==> src/rtl/bram_asym_fifo_ctrl.sv <==
// Sequencer for an external asymmetric block RAM used as a FIFO: wide write port, narrow
// 1-cycle registered read port, 2-entry prefetch buffer. Define BRAM_ASYM_FIFO_LEVEL_EN for level.
module bram_asym_fifo_ctrl #(
    parameter int unsigned WR_WIDTH = 32,
    parameter int unsigned RD_WIDTH = 8,
    parameter int unsigned WA_BITS  = 10,
    localparam int unsigned R       = WR_WIDTH / RD_WIDTH,
    localparam int unsigned RA_BITS = WA_BITS + $clog2(R)
) (
    input  logic                clk,
    input  logic                rst_n,
    input  logic                s_valid,
    output logic                s_ready,
    input  logic [WR_WIDTH-1:0] s_data,
    output logic                m_valid,
    input  logic                m_ready,
    output logic [RD_WIDTH-1:0] m_data,
    output logic [RA_BITS:0]    level,
    output logic                ram_wce,
    output logic [WA_BITS-1:0]  ram_wa,
    output logic [WR_WIDTH-1:0] ram_wd,
    output logic                ram_rce,
    output logic [RA_BITS-1:0]  ram_ra,
    input  logic [RD_WIDTH-1:0] ram_rq
);

    localparam int unsigned LOG2R   = $clog2(R);
    localparam int unsigned PW      = RA_BITS + 1;
    localparam int unsigned WPW     = WA_BITS + 1;
    localparam int unsigned DEPTH_N = 32'(1) << RA_BITS;

    logic [WA_BITS:0]    wp;
    logic [RA_BITS:0]    rp;
    logic                inflight;
    logic [1:0]          buf_count;
    logic [RD_WIDTH-1:0] buf_head;
    logic [RD_WIDTH-1:0] buf_tail;
    logic                run;

    logic [RA_BITS:0]    ram_occ;
    logic [RA_BITS:0]    ram_free;
    logic [2:0]          credit;
    logic [1:0]          kept;
    logic                push;
    logic                pop;
    logic                issue;

    // Occupancy in narrow units; the extra pointer bit disambiguates full from empty.
    assign ram_occ  = (PW'(wp) << LOG2R) - rp;
    assign ram_free = PW'(DEPTH_N) - ram_occ;

    assign s_ready  = run & (ram_free >= PW'(R));
    assign push     = s_valid & s_ready;
    assign m_valid  = (buf_count != 2'd0);
    assign m_data   = buf_head;
    assign pop      = m_valid & m_ready;

    // Never let buffered plus in-flight units exceed the two buffer slots.
    assign credit   = 3'(buf_count) + 3'(inflight);
    assign issue    = (ram_occ != '0) & (credit < (3'd2 + 3'(pop)));
    assign kept     = buf_count - 2'(pop);

    assign ram_wce  = push;
    assign ram_wa   = wp[WA_BITS-1:0];
    assign ram_wd   = s_data;
    assign ram_rce  = issue;
    assign ram_ra   = rp[RA_BITS-1:0];

    // Pointers and the reset-release gate for s_ready.
    always_ff @(posedge clk or negedge rst_n) begin
        if (!rst_n) begin
            wp  <= '0;
            rp  <= '0;
            run <= 1'b0;
        end else begin
            wp  <= wp + WPW'(push);
            rp  <= rp + PW'(issue);
            run <= 1'b1;
        end
    end

    // Prefetch buffer: head shifts on pop, returning read data lands behind what is kept.
    always_ff @(posedge clk or negedge rst_n) begin
        if (!rst_n) begin
            inflight  <= 1'b0;
            buf_count <= 2'd0;
            buf_head  <= '0;
            buf_tail  <= '0;
        end else begin
            inflight  <= issue;
            buf_count <= kept + 2'(inflight);
            if (pop) begin
                buf_head <= buf_tail;
            end
            if (inflight) begin
                if (kept == 2'd0) begin
                    buf_head <= ram_rq;
                end else begin
                    buf_tail <= ram_rq;
                end
            end
        end
    end

`ifdef BRAM_ASYM_FIFO_LEVEL_EN
    // Units held anywhere in the FIFO: RAM, in flight, and buffer.
    always_ff @(posedge clk or negedge rst_n) begin
        if (!rst_n) begin
            level <= '0;
        end else begin
            level <= level + (push ? PW'(R) : PW'(0)) - PW'(pop);
        end
    end
`else
    assign level = '0;
`endif

endmodule

==> config.mk <==
export PLATFORM = sky130hd
export DESIGN_NAME = bram_asym_fifo_ctrl
export DESIGN_NICKNAME = d
export VERILOG_FILES = /design/src/rtl/bram_asym_fifo_ctrl.sv
export SDC_FILE = /design/constraint.sdc
export NUM_CORES = 1
export LEC_CHECK = 0
export CORE_MARGIN = 5
export CORE_UTILIZATION = 35
export DETAILED_ROUTE_END_ITERATION = 10
export GPL_ROUTABILITY_DRIVEN = 0
export HOLD_SLACK_MARGIN = 0.02
export MAX_ROUTING_LAYER = met4
export PLACE_DENSITY = 0.65
export SYNTH_ARGS = -nofsm -noshare
export SYNTH_HDL_FRONTEND = slang
export SYNTH_SLANG_ARGS = --single-unit
==> constraint.sdc <==
create_clock -name clk -period 4.23 [get_ports clk]
set_input_delay 0.846 -clock clk [delete_from_list [all_inputs] [get_ports clk]]
set_output_delay 0.846 -clock clk [all_outputs]
set_load 0.01 [all_outputs]
==> out/metrics.csv <==
stage,metric,value,unit
place,hpwlAfterDp,5.63,mm
cells_and_area,fin_nets,453,
sta,hold_viol_final,0,
run,max_cap_viol_count,0,
drt,route.detailed.drc,0,
drt,drt-total-wl,7.32,mm
synth,yosys_warnings,0,
min_path,min_to,rp[12],
drt,drt-pass1-iter-count,4,
sta,fin_skew,0.00733,ns
synth,ys_top_cells_by_area,"dfrtp_1 (32%), buf_4 (15%), ha_1 (7.3%)",
synth,synth-edff-count,0,
synth,yosys.area_share.adder,0.0732,
drt,wl_per_cell,14.0,um
floorplan,core,0.00964,mm2
worst_setup_path,worstPathRequired,3.38,ns
cells_and_area,synthToLayoutAreaGrowth,18.9,%
worst_setup_path,crit_chain,inv_1 -> ha_1 -> buf_6 -> nor2_1 -> mux2_2 -> a311oi_4 -> nand2_2 -> or4_1 -> o211ai_2 -> a41oi_2 -> buf_4 -> buf_6,
cells_and_area,nFillCells,974,
synth,synth_area,0.00342,mm2
floorplan,die_w,109,um
sta,fmax,243,MHz
global_route,grt_use_total,0.125,
drt,vias,2521,
worst_setup_path,cp.arrival,3.27,ns
worst_setup_path,critical_path.max_stage_delay,0.56,ns
worst_setup_path,r2r_start,rp[2],
place,numPortBuffers,45,
synth,yosysUniqueCellTypes,63,
cells_and_area,drive_gt1_frac,0.231,
global_route,overflow,0,
synth,synth-compound-area-share,0.135,
worst_setup_path,crit_type,flip-flop to output port,
min_path,hold_start,rp[12],
floorplan,dieArea,0.0118,mm2
drt,antenna_left,0,
clock_tree,clk_pin_slew,0.09,ns
worst_setup_path,r2r_slack,0.24,ns
global_route,antenna_found_initial,0,
pwr,p_leak,1.78,nW
synth,yosysSeqAreaShare,0.322,
synth,syn_avg_cell_area,9.42,um2
min_path,hold_class,flip-flop to flip-flop,
clock_tree,clockRootBuffer,clkbuf_8,
min_path,min_path_cells,1,
worst_setup_path,crit_family,simple AND/OR/NAND/NOR gates,
place,dp.cells,502,
synth,synthSimpleGateAreaFrac,0.158,
worst_setup_path,cpMaxStageDelayCell,or4_1,
global_route,grt_pass1_wl,11.7,mm
synth,synth_seq_cells,44,
floorplan,die_h,109,um
worst_setup_path,crit_fanout,6,
clock_tree,h-tree-depth,2,
cells_and_area,fin_cells,523,
clock_tree,clock_latency,0.30,ns
floorplan,io_pins,123,
worst_setup_path,start_kind,flip-flop,
worst_setup_path,worstSetupEndpointType,output port,
worst_setup_path,reg2regPathDepth,17,
sta,period_minus_slack,4.11,ns
floorplan,initial_core_util,0.355,
pwr,p_per_area,816,mW/mm2
synth,muxShareOfSynthArea,0.0560,
global_route,grt_max_degree,45,
sta,period_share,0.973,
sta,tns,0,ns
drt,drt_iter0_drc,70,
sta,final-setup-viol-count,0,
clock_tree,clk_path_buf_depth,2,
synth,synth_area_leader_cell,dfrtp_1,
synth,synth_xor_area_frac,0.0791,
clock_tree,cts_hold_buf,0,
sta,final-max-slew-violation-count,0,
clock_tree,cts_tree,built,
sta,tightestPinTransition,0.986,ns
pwr,irDropWorstVdd,338,uV
clock_tree,clock_sinks,44,
status,status,"finished, final reports clean",
synth,synth_ff_type,dfrtp_1,
global_route,grt_pass1_vias,2491,
cells_and_area,diodes,0,
cells_and_area,fin_util,0.422,
synth,syn_inst,363,
synth,synth_top_area_share,0.322,
worst_setup_path,worstReg2RegEnd,wp[10],
sta,slew-limit-headroom,0.343,
clock_tree,numCtsBuffers,5,
worst_setup_path,crit_buf_inv,4,
worst_setup_path,cpMostUsedCell,buf_6,
floorplan,fp-row-count,36,
cells_and_area,multi_input_area,0.00192,mm2
synth,synthArstFlopShare,1.00,
drt,viasPerCell,4.82,
synth,synth_top_family_by_area,buffers and inverters,
cells_and_area,regArea,0.00110,mm2
-- through the flow --
stage               total power, W  hold WS, ns  setup slack [ns]  area, um2
global route               0.00359        0.521           -0.0178       4070
global placement           0.00258        0.478           -0.0277       3700
finish                     0.00332        0.505             0.115       4070
floorplan                  0.00206        0.465             0.472       3460
CTS                        0.00307        0.514          -0.00998       3910
detailed placement         0.00262        0.495            -0.175       3700
-- layout by cell type (no fill, tap or decap), drive strengths merged, types with 2 or more instances in the layout --
cell type,instances
dfrtp,44
clkdlybuf4s50,41
buf,34
inv,22
xnor2,21
nor2,21
ha,20
nand3,17
nand2,16
conb,14
a21oi,12
mux2,9
mux2i,9
xor2,9
o21ai,8
nand2b,7
nor3,6
a21o,5
nor4,5
clkbuf,5
o211ai,5
or3,5
and3,4
or2,3
a211oi,3
nand4,3
o21a,3
o221a,2
or4,2
nor2b,2
a31oi,2
a41oi,2
dlygate4sd2,2
a211o,2
a2111oi,2
nor3b,2
-- worst max-delay path by stage --
stage / to / depth (start not counted) / start
finish: ram_wce / 12 / rp[5]
global route: ram_wce / 12 / rp[5]
CTS: ram_wce / 11 / wp[0]
detailed placement: ram_wce / 12 / rp[2]
global placement: ram_wce / 11 / rp[2]
floorplan: wp[10] / 15 / rp[2]
-- what timing repair did --
action,CTS,global route
setup endpoints to repair,3,7
setup buffers,4,9
pin swaps,11,13
gates resized for setup,16,18
-- synth_stat cells, types with 2 or more instances --
library cell,count
a211oi_1,3
a21o_1,5
a21oi_1,11
a31oi_1,2
a41oi_1,2
and3_1,4
buf_4,67
clkbuf_1,3
conb_1,2
dfrtp_1,44
ha_1,20
inv_1,21
mux2_2,9
mux2i_1,9
nand2_1,16
nand2b_1,7
nand3_1,15
nand3_2,2
nand4_1,3
nor2_1,21
nor2b_1,2
nor3_1,6
nor3b_1,2
nor4_1,5
o211ai_1,4
o21a_1,2
o21ai_0,7
o221a_2,2
or2_2,3
or3_1,2
or3_2,2
or4_1,2
xnor2_1,21
xor2_1,8
-- registers in the layout, indices dropped and copies added (netlist names) --
name	count
buf_count	2
buf_tail	8
inflight	1
m_data	8
rp	13
run	1
wp	11
-- final cells by class --
cell class                 instances  share of cell area
clock inverter                     3              0.0114
timing repair buffer              77               0.169
clock buffer                       5              0.0169
tap                              133              0.0409
multi-input combinational        240               0.471
sequential                        44               0.271
inverter                          21              0.0194
-- routing by layer --
metal / GRT usage / vias to the layer above / wire (um)
met4: 0.0298 / 0 / 84
met5: - / - / 0
met3: 0.0225 / 11 / 294
met2: 0.206 / 52 / 3530
met1: 0.160 / 1210 / 3410
li1: - / 1248 / -
-- cell families after synthesis --
kind of cell | after synthesis
adder cells (fa/ha/maj) | 20
multiplexers | 18
AO/OA/AOI/OAI | 59
XOR/XNOR | 30
AND/OR/NAND/NOR | 99
flip-flops | 44
buffers and inverters | 91
other | 2
-- power breakdown --
part	switching (W)	internal, W	total (W)
sequential	0.000109	0.000585	0.000694
combinational	0.00114	0.00115	0.00230
clock	0.000148	0.000178	0.000326
total	0.00140	0.00191	0.00332
(Power assumes the default switching activity.)
